<file path="src/rtl/hist_reader.sv">
// hist_reader: streams a histogram RAM out as a header / big-endian bins / XOR-checksum byte frame
module hist_reader #(
    parameter int         N     = 16,
    parameter int         DEPTH = 1024,
    parameter logic [7:0] HDR   = 8'hA5
) (
    input  logic         clk,
    input  logic         rst_n,
    input  logic         start,
    output logic [9:0]   read_addr,
    input  logic [N-1:0] r_data,
    output logic [7:0]   tx_data,
    output logic         tx_valid,
    input  logic         tx_ready,
    output logic         busy,
    output logic         done
);
    localparam int              NB    = N / 8;
    localparam int              BW    = $clog2(NB) + 1;
    localparam logic [9:0]      LAST  = 10'(DEPTH - 1);
    localparam logic [BW-1:0]   BLAST = BW'(NB - 1);

    typedef enum logic [2:0] {
        S_IDLE, S_HDR, S_SETUP, S_WAIT, S_LOAD, S_SEND, S_CSUM, S_DONE
    } state_t;

    state_t        state_q, state_d;
    logic [9:0]    idx_q, idx_d;
    logic [9:0]    addr_q, addr_d;
    logic [N-1:0]  shift_q, shift_d;
    logic [BW-1:0] bcnt_q, bcnt_d;
    logic [7:0]    csum_q, csum_d;

    assign read_addr = addr_q;

    // frame sequencer: next state, datapath updates and Moore-style stream outputs
    always_comb begin
        state_d  = state_q;
        idx_d    = idx_q;
        addr_d   = addr_q;
        shift_d  = shift_q;
        bcnt_d   = bcnt_q;
        csum_d   = csum_q;
        tx_valid = 1'b0;
        tx_data  = 8'h00;
        busy     = 1'b1;
        done     = 1'b0;
        case (state_q)
            S_IDLE: begin
                busy = 1'b0;
                if (start) begin
                    csum_d  = 8'h00;
                    idx_d   = 10'd0;
                    state_d = S_HDR;
                end
            end
            S_HDR: begin
                tx_valid = 1'b1;
                tx_data  = HDR;
                if (tx_ready) state_d = S_SETUP;
            end
            S_SETUP: begin
                addr_d  = idx_q;
                state_d = S_WAIT;
            end
            S_WAIT: state_d = S_LOAD;
            S_LOAD: begin
                shift_d = r_data;
                bcnt_d  = BLAST;
                state_d = S_SEND;
            end
            S_SEND: begin
                tx_valid = 1'b1;
                tx_data  = shift_q[N-1 -: 8];
                if (tx_ready) begin
                    csum_d  = csum_q ^ shift_q[N-1 -: 8];
                    shift_d = shift_q << 8;
                    if (bcnt_q == '0) begin
                        if (idx_q == LAST) state_d = S_CSUM;
                        else begin
                            idx_d   = idx_q + 10'd1;
                            state_d = S_SETUP;
                        end
                    end else bcnt_d = bcnt_q - 1'b1;
                end
            end
            S_CSUM: begin
                tx_valid = 1'b1;
                tx_data  = csum_q;
                if (tx_ready) state_d = S_DONE;
            end
            S_DONE: begin
                busy    = 1'b0;
                done    = 1'b1;
                state_d = S_IDLE;
            end
            default: state_d = S_IDLE;
        endcase
    end

    // state and datapath registers; reset abandons any frame in flight
    always_ff @(posedge clk or negedge rst_n) begin
        if (!rst_n) begin
            state_q <= S_IDLE;
            idx_q   <= '0;
            addr_q  <= '0;
            shift_q <= '0;
            bcnt_q  <= '0;
            csum_q  <= '0;
        end else begin
            state_q <= state_d;
            idx_q   <= idx_d;
            addr_q  <= addr_d;
            shift_q <= shift_d;
            bcnt_q  <= bcnt_d;
            csum_q  <= csum_d;
        end
    end
endmodule

</file>
<file path="config.mk">
export PLATFORM = sky130hd
export DESIGN_NAME = hist_reader
export DESIGN_NICKNAME = d
export VERILOG_FILES = /design/src/rtl/hist_reader.sv
export SDC_FILE = /design/constraint.sdc
export NUM_CORES = 1
export LEC_CHECK = 0
export ABC_AREA = 0
export CAP_MARGIN = 20
export CORE_MARGIN = 5
export CORE_UTILIZATION = 25
export DETAILED_ROUTE_END_ITERATION = 12
export HOLD_SLACK_MARGIN = 0.06
export PLACE_DENSITY = 0.53
export SLEW_MARGIN = 10
export SYNTH_ARGS = -nofsm -noshare
export SYNTH_HDL_FRONTEND = slang
export SYNTH_SLANG_ARGS = --single-unit
</file>
<file path="constraint.sdc">
create_clock -name clk -period 1.8 [get_ports clk]
set_input_delay 0.54 -clock clk [delete_from_list [all_inputs] [get_ports clk]]
set_output_delay 0.54 -clock clk [all_outputs]
set_load 0.1 [all_outputs]
</file>
# After elaboration in Yosys (flattened, before gate mapping)
# Index checks and enable logic that the tools add are counted.
[totals] register_bits=49 out_inout_bits=21 wordCells=59
[op_classes] n_addsub=2 eq_ne=15 n_mux=24 bitwise_logic=1 n_reduce_logical=11
[op_table] operator="10-bit two-way mux" count=4
[op_table] operator="16-bit case mux with 2 select lines" count=1
[op_table] operator="3-bit case mux with 8 select lines" count=1
[op_table] operator="8-bit case mux with 3 select lines" count=1
[op_table] operator="10-bit case mux with 2 select lines" count=1
[op_table] operator="3-bit two-way mux" count=6
[op_table] operator="16-bit two-way mux" count=1
[op_table] operator="8-bit two-way mux" count=2
[op_table] operator="8-bit case mux with 2 select lines" count=1
[op_table] operator="2-bit inequality test, second input constant" count=7
[op_table] operator="3-bit equality test, second input constant" count=4
[op_table] operator="10-bit by 1-bit adder with 10-bit output, second input constant" count=1
[op_table] operator="10-bit equality test, second input constant" count=1
[op_table] operator="5-bit AND reduction" count=2
[op_table] operator="8-bit XOR" count=1
[op_table] operator="3-bit by 2-bit equality test with 1-bit output, second input constant" count=2
[op_table] operator="3-bit AND reduction" count=2
[op_table] operator="2-bit two-way mux" count=2
[op_table] operator="2-bit case mux with 2 select lines" count=1
[op_table] operator="2-bit nonzero test" count=2
[op_table] operator="3-bit by 1-bit equality test with 1-bit output, second input constant" count=1
[op_table] operator="3-bit logical NOT" count=1
[op_table] operator="1-bit two-way mux" count=3
[op_table] operator="3-bit OR reduction" count=1
[op_table] operator="other kinds (4)" count=4

# Logic depth before layout (Yosys ltp)
[logic_depth] depth_word=5 depth_mapped=9 ltp_nobuf=6

# Worst setup path before layout
# Ideal clock, no wire load.
[synth_timing] kind="register -> output" start="register state_q[2]" end="output busy" arrival_ns=2.753 required_ns=1.260 slack_ns=-1.493 path_stages_with_launch=5 cell_sequence="dfrtp_1 > buf_6 > buf_2 > and2_1 > a21oi_1"
[synth_via] elab_chain_cells=3 elab_cells_between_ends=4
[synth_rtl] element="start: declaration" line="27" source="state_t state_q, state_d;"
[synth_rtl] element="start signal: assignment" line="111" source="state_q <= state_d;"
[synth_rtl] element="3-bit equality test or 3-bit logical NOT (tied branches)" line="48" source="case (state_q)"
[synth_rtl] element="2-bit OR reduction (no source line) *"
[synth_rtl] element="1-bit two-way mux *" line="48"
[synth_rtl] element="end: declaration" line="15" source="output logic busy,"
# Mark *: on every way between the ends. The rest lies on a longest branch, timed or not.

# Worst setup path in the final report
[layout_timing] start="register state_q[1]" end="output tx_data[1]"
[layout_via] elab_chain_cells=2 elab_cells_between_ends=4
[layout_rtl] element="3-bit equality test or 3-bit by 1-bit equality test with 1-bit output (tied branches)" line="48"
[layout_rtl] element="8-bit case mux with 3 select lines *" line="48"
[layout_rtl] element="end: declaration" line="12" source="output logic [7:0] tx_data,"
# Marks and branches as above.

==> impl_results.md <==
* Power density over the cells at roughly 1600 nW/um^2
* Violated checks: setup timing
* Synthesized area at 2485 um^2
* PnR worst setup slack at -0.3765 ns
* Total grt overflow at 0
* Net Sw Frac at a little under half
* #FFs+latches synth at 49
* Clk network pwr share at slightly below 10%
* Buffers and inverters on the worst path at 3
* Clock Tree Root: clkbuf_8
* Fin crit period at between 2 and 2.5 ns
* Leakage at 1.946 nW
* Worst path required time at 1.26 ns
* Hold Path Class: in -> async
* Setup TNS at -7.187 ns
* Status: complete, but fails checks
* Ranking of synthesized cells by area: dfrtp_1 49%, o21ai_0 6.2%, mux2_2 4.5%
* Die area at 12030 um^2
* Drt initial violations at 71
* Core box area at 9729 um^2
* Skew final at roughly 0.018 ns
* Worst path max stage delay at 0.43 ns
* Die Height at 109.7 um
* Vias per std cell at between 4 and 5
* Internal power at a little under 4 mW
* Setup crit end kind: output port
* Share of cells above drive strength 1 at between 50% and 60%
* Worst-path fanout max at 4
* Final Cell Area at between 4000 and 5000 um^2
* Pre-Repair DR Iteration Count at 4
* Slew headroom at 72.36%
* GRT Resource Usage Total at 11.05%
* Die Wd at 109.7 um
* Clock Sinks at 49
* Total CTS buffers at 5
* CTS max path bufs at 2
* Hold Violations, Final at 0
* Synth unique cells at 42
* Family with the most delay on the worst path: buffers and inverters
* Cells after synthesis at 250
* Initial Util at 25.54%
* Global-route wire length before repair at roughly 11 mm
* Hold_buf cts at 0
* Gate power share at around 66%
* Final setup violation count at 48
* Clk slew on worst S/H paths at approximately 0.11 ns
* Worst-Margin Slew at 0.4146 ns
* Final nets at 369
* Area after DPL at approximately 3600 um^2
* DR WL/cell at ~15 um
* Top-area cell type share of the netlist area at between 40% and 50%
* Routed WL at between 7 and 8 mm
* Worst vdd ir at 0.001322 V
* Synth Area per Inst at roughly 10 um^2
* Crit-path cells: buf_6 > ha_4 > buf_12 > a22oi_2 > nor2_4 > buf_12
* Critical Path AT at 1.64 ns
* IO Port Bufs at 40
* Vias in the first global route at 2133
* Reg-to-reg setup timing slack at -0.29 ns
* Routability cong. at around 0.85
* Dpl cells at 445
* Seq/Total Area, Yosys at between 40 and 50%
* RSZ-0062 raised after global routing: yes
* Fill count at 919
* Part of the cycle the worst path needs at 120.9%
* Reg power frac at 24.3%
* Max-Cap Viols at 0
* # diodes at 0
* DRC violations left at 0
* Most area-hungry cell type in the Yosys netlist: dfrtp_1
* Highest-delay cell along the critical path: dfrtp_1
* Largest net degree at the start of global routing at 35
* Kind of critical path: reg -> out
* Fmax at 459.4 MHz
* # IOs at 41
* Yosys warns at 0
* H-tree level count at 2
* Routed Antenna Nets at 0
* Post-DP HPWL at 4.584 mm
* Crit start category: flip-flop
* Std cell rows at 36
* Final Non-Filler Cells at 477
* Number of antenna violations at the first check in global routing at 0
* Post-Syn Nets at between 200 and 300
* Area growth syn-to-layout at 78.45%
* NetSw at 3.298 mW
* Vias at 2285
* CTS tree: yes
* Fin. max-slew vios at 0
* Most used cell, CP: buf_12
* Clk Latency, worst-skew pair at 0.31 ns
[synthesized netlist by cell type, drive strengths merged]
master	n
o31ai	6
dfrtp	49
nor4	1
nor2	17
nor3	1
a21oi	10
a31o	1
and3b	2
or3b	1
nand2b	8
mux2i	8
inv	8
o221ai	1
a2111oi	2
clkbuf	10
ha	6
and4	2
or3	1
nand3	11
and3	1
mux2	10
nand4	2
o41ai	3
nor2b	1
nand3b	1
o21ai	31
and2	3
a22oi	4
a211oi	1
o2111ai	1
o311ai	2
or4	5
nand2	24
buf	7
a21o	1
a22o	8
[power by group through the flow]
stage	clock [mW]	combinational, mW	sequential (mW)
after floorplan	0	2.16	1.80
after global placement	0	3.54	1.70
after detailed placement	0	3.57	1.71
after CTS	0.746	3.87	1.71
after global routing	0.769	5.01	1.80
final	0.702	4.75	1.75
[worst reg2reg max path, delay by kind of cell, from the launching register on]
kind	cells	cell delay, ns
buf+inv	5	0.62
flops	1	0.43
simple gates	1	0.12
fa+ha+maj	1	0.23
compound gates	3	0.59
[state kept, by name (all words and copies together), names as in the netlist]
signal	count
state_q	3
read_addr	10
csum_q	8
shift_q	16
idx_q	10
bcnt_q	2
[metal layers]
| metal | vias up | GRT usage [%] | part of all wire, % | wire length (um) |
|---|---|---|---|---|
| met5 | - | 0 | 0 | 0 |
| met4 | 0 | 2.939 | 1.1 | 79 |
| met3 | 7 | 1.703 | 2.1 | 153 |
| met2 | 31 | 18.79 | 51 | 3696 |
| met1 | 1154 | 14.63 | 46 | 3354 |
| li1 | 1093 | - | - | - |
[path summary, 6_finish.rpt]
path	from	endpoint	cells after the start
max	state_q[1]$_DFFE_PN0P_	tx_data[1]	6
min	rst_n	shift_q[7]$_DFFE_PN0P_	1
max in group asynchronous	rst_n	idx_q[0]$_DFFE_PN0P_	2
min in group clk	shift_q[1]$_DFFE_PN0P_	shift_q[1]$_DFFE_PN0P_	1
min reg2reg	shift_q[1]$_DFFE_PN0P_	shift_q[1]$_DFFE_PN0P_	1
max reg2reg	state_q[1]$_DFFE_PN0P_	idx_q[6]$_DFFE_PN0P_	10
[cell usage in the layout (no fill, tap or decap), types with 2 or more instances in the layout]
cell	n
o31ai_1	5
nand4_1	2
a22o_1	8
nand2_2	3
and2_4	2
a22oi_2	4
ha_4	4
o21ai_2	7
ha_1	2
nand3_1	8
buf_6	18
clkdlybuf4s50_1	18
clkbuf_16	4
dfrtp_1	48
nand2b_1	8
mux2i_1	7
nor2_2	8
a21oi_2	4
a21oi_1	4
o21ai_1	21
nand2_4	6
nor2_1	4
nand2_1	13
o21ai_0	3
nand2_8	2
buf_12	26
o41ai_2	2
nand3_4	2
buf_4	35
clkbuf_8	5
a21oi_4	2
nor2_4	5
or4_4	4
inv_1	5
mux2_2	6
mux2_4	4
[area by class of cell]
| cell class | instances | area (um^2) | area share, % |
|---|---|---|---|
| clock inverter | 3 | 28.78 | 0.6490 |
| tap | 133 | 166.4 | 3.753 |
| inverter | 8 | 36.28 | 0.8183 |
| clock buffer | 5 | 68.82 | 1.552 |
| sequential | 49 | 1227 | 27.68 |
| timing repair buffer | 103 | 1286 | 29.01 |
| multi-input combinational | 176 | 1620 | 36.54 |
[metrics by stage]
step | hold WS, ns | total power, mW | utilization [%] | setup slack [ns]
6_report | 0.1435 | 7.201 | 45.58 | -0.3765
5_1_grt | 0.1511 | 7.577 | 45.58 | -0.4371
4_1_cts | 0.1376 | 6.333 | 39.79 | -0.3620
3_5_place_dp | 0.4810 | 5.282 | 37.04 | -0.4072
3_3_place_gp | 0.4817 | 5.237 | 37.04 | -0.3891
2_1_floorplan | 0.2444 | 3.962 | - | -0.2190
[cell families (layout without fill, tap and decap cells)]
kind of cell | count (synthesis) | in the layout | synth area share [%]
buffers and inverters | 25 | 119 | 4.934
adders and majority gates | 6 | 6 | 3.021
DFF | 49 | 49 | 49.35
and+or+nand+nor | 81 | 81 | 16.72
AOI/OAI and AO/OA | 71 | 71 | 18.23
muxes | 18 | 18 | 7.754
[timing repair]
action,in CTS,in global routing
setup buffers,6,15
gates cloned,0,5
gates resized for setup,34,106
pin swaps,10,23
setup endpoints to repair,40,59
Power figures use the tool's default switching activity.
